<file path="config.mk">
export PLATFORM = sky130hd
export DESIGN_NAME = sat_portfolio_ctrl
export DESIGN_NICKNAME = d
export VERILOG_FILES = /design/src/rtl/sat_portfolio_ctrl.sv
export SDC_FILE = /design/constraint.sdc
export NUM_CORES = 1
export LEC_CHECK = 0
export BUFFER_PORTS_ARGS = -buffer_cell sky130_fd_sc_hd__buf_2
export CAP_MARGIN = 20
export CORE_ASPECT_RATIO = 0.5
export CORE_MARGIN = 8
export CORE_UTILIZATION = 54
export CTS_BUF_LIST = sky130_fd_sc_hd__clkbuf_8
export CTS_CLUSTER_DIAMETER = 30
export DETAILED_ROUTE_END_ITERATION = 8
export PLACE_DENSITY = 0.85
export RECOVER_POWER = 100
export SLEW_MARGIN = 20
export SYNTH_ARGS = -nofsm -noshare
export SYNTH_HDL_FRONTEND = slang
export SYNTH_SLANG_ARGS = --single-unit
</file>
<file path="constraint.sdc">
create_clock -name clk -period 3.7 [get_ports clk]
set_input_delay 0.555 -clock clk [delete_from_list [all_inputs] [get_ports clk]]
set_output_delay 0.555 -clock clk [all_outputs]
set_load 0.1 [all_outputs]
</file>
<file path="src/rtl/sat_portfolio_ctrl.sv">
// rtl/sat_portfolio_ctrl.sv - portfolio controller racing NUM_NODES sat_node solvers on one problem
//
// Launches every solver node with one start, takes the verdict and assignment of the
// first node to finish (lowest index wins ties), aborts the others and enforces a
// RUN-cycle timeout. Presents the same result surface as a single solver node.
//
// Optional feature macro: PORTFOLIO_XCHECK_EN
//   When defined, a cross-check window of XCHECK_WINDOW cycles follows the first finish.
//   Any other node that finishes inside the window with a different verdict raises
//   result_conflict. Undefined: no result_conflict port and RUN goes straight to DONE.
//
// Ports:
//   clk             in   clock, rising edge
//   rst             in   synchronous reset, active-high
//   start           in   launch request, honoured in IDLE and DONE only
//   node_start      out  one-cycle launch pulse to all nodes
//   node_abort      out  one-cycle abort pulse to nodes that lost the race
//   node_done       in   per-node done level, held until the next node_start
//   node_sat        in   per-node verdict, valid with node_done
//   node_values     in   node i assignment at [i*NUM_VARS +: NUM_VARS]
//   done            out  result valid (level, held until next start)
//   result_sat      out  1 = SAT, 0 = UNSAT or timeout
//   result_timeout  out  budget exhausted before any node finished
//   winner_id       out  index of the node that supplied the result
//   values          out  winner assignment (zero for UNSAT/timeout), bit 0 = var 1
//   cycle_count     out  RUN cycles elapsed, saturating, frozen at done
//   result_conflict out  (PORTFOLIO_XCHECK_EN only) disagreeing verdict seen in window
//   state_out       out  FSM state: IDLE=0 RUN=1 XCHECK=2 DONE=3

module sat_portfolio_ctrl #(
  parameter int NUM_NODES      = 4,
  parameter int NUM_VARS       = 16,
  parameter int CYCLE_W        = 32,
  parameter int TIMEOUT_CYCLES = 10000,
  parameter int XCHECK_WINDOW  = 8
) (
  input  logic                          clk,
  input  logic                          rst,
  input  logic                          start,
  output logic [NUM_NODES-1:0]          node_start,
  output logic [NUM_NODES-1:0]          node_abort,
  input  logic [NUM_NODES-1:0]          node_done,
  input  logic [NUM_NODES-1:0]          node_sat,
  input  logic [NUM_NODES*NUM_VARS-1:0] node_values,
  output logic                          done,
  output logic                          result_sat,
  output logic                          result_timeout,
  output logic [$clog2(NUM_NODES):0]    winner_id,
  output logic [NUM_VARS-1:0]           values,
  output logic [CYCLE_W-1:0]            cycle_count,
`ifdef PORTFOLIO_XCHECK_EN
  output logic                          result_conflict,
`endif
  output logic [2:0]                    state_out
);

  localparam int                 ID_W        = $clog2(NUM_NODES) + 1;
  localparam logic [CYCLE_W-1:0] TIMEOUT_VAL = CYCLE_W'(TIMEOUT_CYCLES);
  localparam bit                 TIMEOUT_EN  = (TIMEOUT_CYCLES != 0);

  if (NUM_NODES < 1 || NUM_NODES > 16 || XCHECK_WINDOW < 1) begin : g_bad_params
    $error("sat_portfolio_ctrl: unsupported parameter set");
  end

  typedef enum logic [2:0] {
    S_IDLE   = 3'd0,
    S_RUN    = 3'd1,
    S_XCHECK = 3'd2,
    S_DONE   = 3'd3
  } state_t;

  state_t state_q, state_d;

  logic [NUM_NODES-1:0] node_start_d, node_abort_d;
  logic                 done_d, result_sat_d, result_timeout_d;
  logic [ID_W-1:0]      winner_id_d;
  logic [NUM_VARS-1:0]  values_d;
  logic [CYCLE_W-1:0]   cycle_count_d, count_inc;

  // During the launch-pulse cycle the nodes have not yet seen node_start, so their
  // done levels still belong to the previous problem and must not be taken as a finish.
  logic [NUM_NODES-1:0] done_live;
  assign done_live = (|node_start) ? '0 : node_done;

  // Fixed-priority pick of the lowest-index finisher.
  logic [ID_W-1:0]     first_id;
  logic                first_sat;
  logic [NUM_VARS-1:0] first_vals;

  always_comb begin
    first_id   = '0;
    first_sat  = 1'b0;
    first_vals = '0;
    for (int i = NUM_NODES - 1; i >= 0; i--) begin
      if (done_live[i]) begin
        first_id   = ID_W'(i);
        first_sat  = node_sat[i];
        first_vals = node_values[i*NUM_VARS +: NUM_VARS];
      end
    end
  end

  assign count_inc = (&cycle_count) ? cycle_count : cycle_count + CYCLE_W'(1);

`ifdef PORTFOLIO_XCHECK_EN
  localparam logic [31:0] WIN_LAST = 32'(XCHECK_WINDOW - 1);

  logic [31:0]          win_cnt_q, win_cnt_d;
  logic                 conflict_q, conflict_d;
  logic [NUM_NODES-1:0] win_onehot, dissent;

  assign win_onehot = NUM_NODES'(1) << winner_id;
  // Any other node currently done whose verdict differs from the latched winner.
  assign dissent    = node_done & ~win_onehot & (node_sat ^ {NUM_NODES{result_sat}});
`else
  logic [NUM_NODES-1:0] first_onehot;
  assign first_onehot = NUM_NODES'(1) << first_id;
`endif

  always_comb begin
    state_d          = state_q;
    node_start_d     = '0;
    node_abort_d     = '0;
    done_d           = done;
    result_sat_d     = result_sat;
    result_timeout_d = result_timeout;
    winner_id_d      = winner_id;
    values_d         = values;
    cycle_count_d    = cycle_count;
`ifdef PORTFOLIO_XCHECK_EN
    win_cnt_d        = win_cnt_q;
    conflict_d       = conflict_q;
`endif

    case (state_q)
      S_IDLE, S_DONE: begin
        if (start) begin
          state_d          = S_RUN;
          node_start_d     = '1;
          done_d           = 1'b0;
          result_sat_d     = 1'b0;
          result_timeout_d = 1'b0;
          winner_id_d      = '0;
          values_d         = '0;
          cycle_count_d    = '0;
`ifdef PORTFOLIO_XCHECK_EN
          win_cnt_d        = '0;
          conflict_d       = 1'b0;
`endif
        end
      end

      S_RUN: begin
        // A finish takes priority over a timeout reached in the same cycle.
        if (|done_live) begin
          cycle_count_d = count_inc;
          result_sat_d  = first_sat;
          winner_id_d   = first_id;
          values_d      = first_sat ? first_vals : '0;
`ifdef PORTFOLIO_XCHECK_EN
          state_d       = S_XCHECK;
          win_cnt_d     = '0;
`else
          state_d       = S_DONE;
          done_d        = 1'b1;
          node_abort_d  = ~first_onehot;
`endif
        end else if (TIMEOUT_EN && cycle_count == TIMEOUT_VAL) begin
          state_d          = S_DONE;
          done_d           = 1'b1;
          result_timeout_d = 1'b1;
          result_sat_d     = 1'b0;
          values_d         = '0;
          winner_id_d      = '0;
          node_abort_d     = '1;
        end else begin
          cycle_count_d = count_inc;
        end
      end

`ifdef PORTFOLIO_XCHECK_EN
      S_XCHECK: begin
        cycle_count_d = count_inc;
        if (|dissent) conflict_d = 1'b1;
        if (win_cnt_q == WIN_LAST) begin
          state_d      = S_DONE;
          done_d       = 1'b1;
          // Winner holds done, so it is never aborted; neither is anyone else already done.
          node_abort_d = ~node_done & ~win_onehot;
        end else begin
          win_cnt_d = win_cnt_q + 32'd1;
        end
      end
`endif

      default: state_d = S_IDLE;
    endcase
  end

  always_ff @(posedge clk) begin
    if (rst) begin
      state_q        <= S_IDLE;
      node_start     <= '0;
      node_abort     <= '0;
      done           <= 1'b0;
      result_sat     <= 1'b0;
      result_timeout <= 1'b0;
      winner_id      <= '0;
      values         <= '0;
      cycle_count    <= '0;
`ifdef PORTFOLIO_XCHECK_EN
      win_cnt_q      <= '0;
      conflict_q     <= 1'b0;
`endif
    end else begin
      state_q        <= state_d;
      node_start     <= node_start_d;
      node_abort     <= node_abort_d;
      done           <= done_d;
      result_sat     <= result_sat_d;
      result_timeout <= result_timeout_d;
      winner_id      <= winner_id_d;
      values         <= values_d;
      cycle_count    <= cycle_count_d;
`ifdef PORTFOLIO_XCHECK_EN
      win_cnt_q      <= win_cnt_d;
      conflict_q     <= conflict_d;
`endif
    end
  end

`ifdef PORTFOLIO_XCHECK_EN
  assign result_conflict = conflict_q;
`endif
  assign state_out = state_q;

endmodule

</file>
==> metrics.md <==
| Metric | Value |
|---|---|
| P_leak | `0.00150 uW` |
| Dominant cell type by area after synthesis | `dfxtp_1` |
| Number of hold-repair buffers added at the cts stage | `0` |
| Synthesized instance count | `419` |
| Initial antenna violation count | `0` |
| Number of buffers created by CTS | `9` |
| Power per Cell Area | `459 mW/mm2` |
| Slowest CP cell | `nor2_1` |
| Number of resized instances in the post-cts repair step | `0` |
| Final routed wire length divided by cell count | `17.7 um` |
| Predominant post-synthesis flop cell | `dfxtp_1` |
| Yosys cell types | `49` |
| Starting density of the core | `55.7%` |
| DR iter-0 viols | `399` |
| Floorplan core area | `0.00606 mm2` |
| Standard-cell rows | `20` |
| Clock tree buffer depth | `2` |
| Maximum number of pins on one net before global-route repair | `45` |
| Number of synthesized register bits | `60` |
| WP buf/inv | `1` |
| I/O pin total | `140` |
| Quantity of I/O buffers inserted on ports | `137` |
| Post-DP HPWL | `8150 um` |
| Count of nets left with antenna violations after detail routing | `0` |
| Final setup violating endpoints | `0` |
| # Max-Cap Violations | `0` |
| Max-Slew Margin vs Limit | `17.3%` |
| Filler cell count in the final layout | `586` |
| Largest delay contributor family on the critical path | `simple AND/OR/NAND/NOR gates` |
| Drt via density | `6.05` |
| Unrepaired setup endpoints after global routing | `no` |
| Share of the core filled with cells | `68.8%` |
| Smallest hold slack | `0.465 ns` |
| Seq/Total Area, Yosys | `35.6%` |
| Post-route minimum period | `2.88 ns` |
| Layout area overhead | `23.6%` |
| Layout cells sized above 1 | `18.9%` |
| Aggregate negative setup slack | `0 ns` |
| Height of the die | `71.9 um` |
| Width of the die | `128 um` |
| Top post-synthesis cells by area | `dfxtp_1, a21oi_1, a221oi_1` |
| Placed Instances | `618` |
| Fraction of synthesized cell area taken by the top area cell type | `35.6%` |
| Maximum frequency from static timing analysis | `347 MHz` |
| Biggest cell delay along the critical path | `0.93 ns` |
| Critical path required time | `3.99 ns` |
| Total overflow reported by the global router | `0` |
| Cell Count, Final, Fillers Out | `634` |
| Crit. End Element | `flop` |
| Mean instance size in the synthesized netlist | `8.04 um2` |
| Via count of the first global-routing pass | `3325` |
| First-pass detailed-route iteration total | `5` |
| Root cell of the clock tree | `clkbuf_8` |
| Flop-to-flop setup slack | `0.82 ns` |
| Postcts setup bufs | `0` |
| Critical-path cell list | `inv_1 > ha_1 > nor4b_1 > and4_1 > a211oi_1 > nor2_1 > nor2_1 > a21bo_2` |
| Clock tree sinks | `60` |
| Startpoint kind of the worst setup timing path | `flop` |
| GRT Util Overall | `23.3%` |
| Post-placement worst setup slack | `1.01 ns` |
| Path type of the worst setup path | `reg2reg` |
| Count of yosys warnings during synthesis | `0` |
| Wire length of the first global-routing pass | `17400 um` |
| Combined area of all synthesized cells | `0.00337 mm2` |
| Final hold viol count | `0` |
| DIE AREA | `0.00918 mm2` |
| Antenna cell count | `0` |
| Worst endpoint data arrival time | `3.18 ns` |
| Actual slew at the worst max-slew pin | `1.25 ns` |
| Source-to-sink clock delay at the later pin of the worst-skew pair | `0.35 ns` |
| Status | `complete, no violations` |
| Critical Path Most Common Cell | `nor2_1` |
| Number of enable flip-flop cells after synthesis | `0` |
| TritonCTS clock tree | `yes` |
| Worst-path clk slew | `0.07 ns` |
| Final max-slew violation count | `0` |
| Number of nets in the layout | `620` |
| Synth async-reset ratio | `0%` |
| Count of unresolved DRC violations after routing | `0` |
| Final worst-path setup slack | `0.815 ns` |
| Peak supply drop | `0.267 mV` |
| Routability-driven placement congestion ratio | `0.862` |
| H-tree levels | `3` |
| Critical Path Fanout Max | `17` |
| Routed vias | `3834` |
| Hold Crit Class | `reg2reg` |
| Clock skew | `0.00925 ns` |
| Routed WL | `11200 um` |
| Final critical-path share of the clock period | `78.0%` |
[kinds of logic (layout without fill, tap and decap cells)]
| group | count (synthesis) | count (layout) | share of synthesized area, % |
|---|---|---|---|
| other cells | 1 | 2 | 0.111 |
| compound gates | 135 | 135 | 25.8 |
| flops | 60 | 60 | 35.6 |
| fa+ha+maj | 4 | 4 | 1.48 |
| mux | 1 | 1 | 0.334 |
| simple gates | 179 | 179 | 31.3 |
| buf+inv | 39 | 165 | 5.42 |
[synthesized netlist by cell type, drive strengths merged (2+ instances only)]
cell type  number
nand2          15
nor3b           2
or4             8
and2            2
o22ai           2
nor2           18
dfxtp          60
a221oi         17
a211oi          3
o211ai          2
ha              4
a21oi          54
and4            5
o2bb2ai        16
or3            22
buf            15
nand3          22
o21bai          2
nor3           23
nand4          15
inv             6
clkbuf         18
and3            9
nor4            5
nand2b          5
o31ai           8
nor4b           3
o21ai          26
nor2b          21
[worst register-to-register path: cells and delay by family, from the launching register on]
kind / cells / cell delay (ns)
buffers and inverters: 1 / 0.08
DFF: 1 / 0.44
and+or+nand+nor: 4 / 1.47
AOI/OAI and AO/OA: 2 / 0.65
adders and majority gates: 1 / 0.20
[where the power goes]
group	leakage (uW)	switching (uW)	internal (uW)
combinational	0.000919	515	130
sequential	0.000485	25.0	678
clock	0.0000958	269	294
total	0.00150	809	1100
[layout make-up]
cell class / count / area, um2 / share of cell area [%]
inverter: 6 / 22.5 / 0.541
sequential: 60 / 1200 / 28.8
multi-input combinational: 321 / 1990 / 47.8
clock buffer: 12 / 165 / 3.96
clock inverter: 4 / 23.8 / 0.571
timing repair buffer: 143 / 652 / 15.6
tap: 88 / 110 / 2.64
[state kept, by name (all words and copies together) (netlist names)]
| signal | flops |
|---|---|
| cycle_count | 32 |
| done | 1 |
| node_abort | 4 |
| node_start | 1 |
| result_sat | 1 |
| result_timeout | 1 |
| state_out | 2 |
| values | 16 |
| winner_id | 2 |
[layer usage]
metal / vias to the layer above / global-route usage [%] / share of wire, %
met5: - / 0 / 0
met4: 0 / 6.66 / 1.3
met3: 20 / 6.74 / 9.5
met2: 177 / 37.3 / 46
met1: 1787 / 29.9 / 43
li1: 1850 / - / -
[path summary, 6_finish.rpt]
check            startpoint    endpoint  depth (start not counted)
max reg2reg  cycle_count[0]  result_sat                          8
max          cycle_count[0]  result_sat                          8
min              values[11]  values[11]                          1
min reg2reg      values[11]  values[11]                          1
[placed cells by master (no fill, tap or decap), drive strengths merged, types with 9 or more instances in the layout]
cell type  count
a21oi         54
nor2b         21
nand2         15
buf           80
nor3          23
nand4         15
o2bb2ai       16
o21ai         26
clkbuf        75
and3           9
nand3         22
a221oi        17
nor2          18
or3           22
dfxtp         60
[stage by stage]
stage	area, um2	power (uW)
after global routing	4170	1990
after detailed placement	4060	1370
final	4170	1910
after global placement	4060	1360
after CTS	4250	1920
after floorplan	3370	1230
Power figures use the tool's default switching activity.
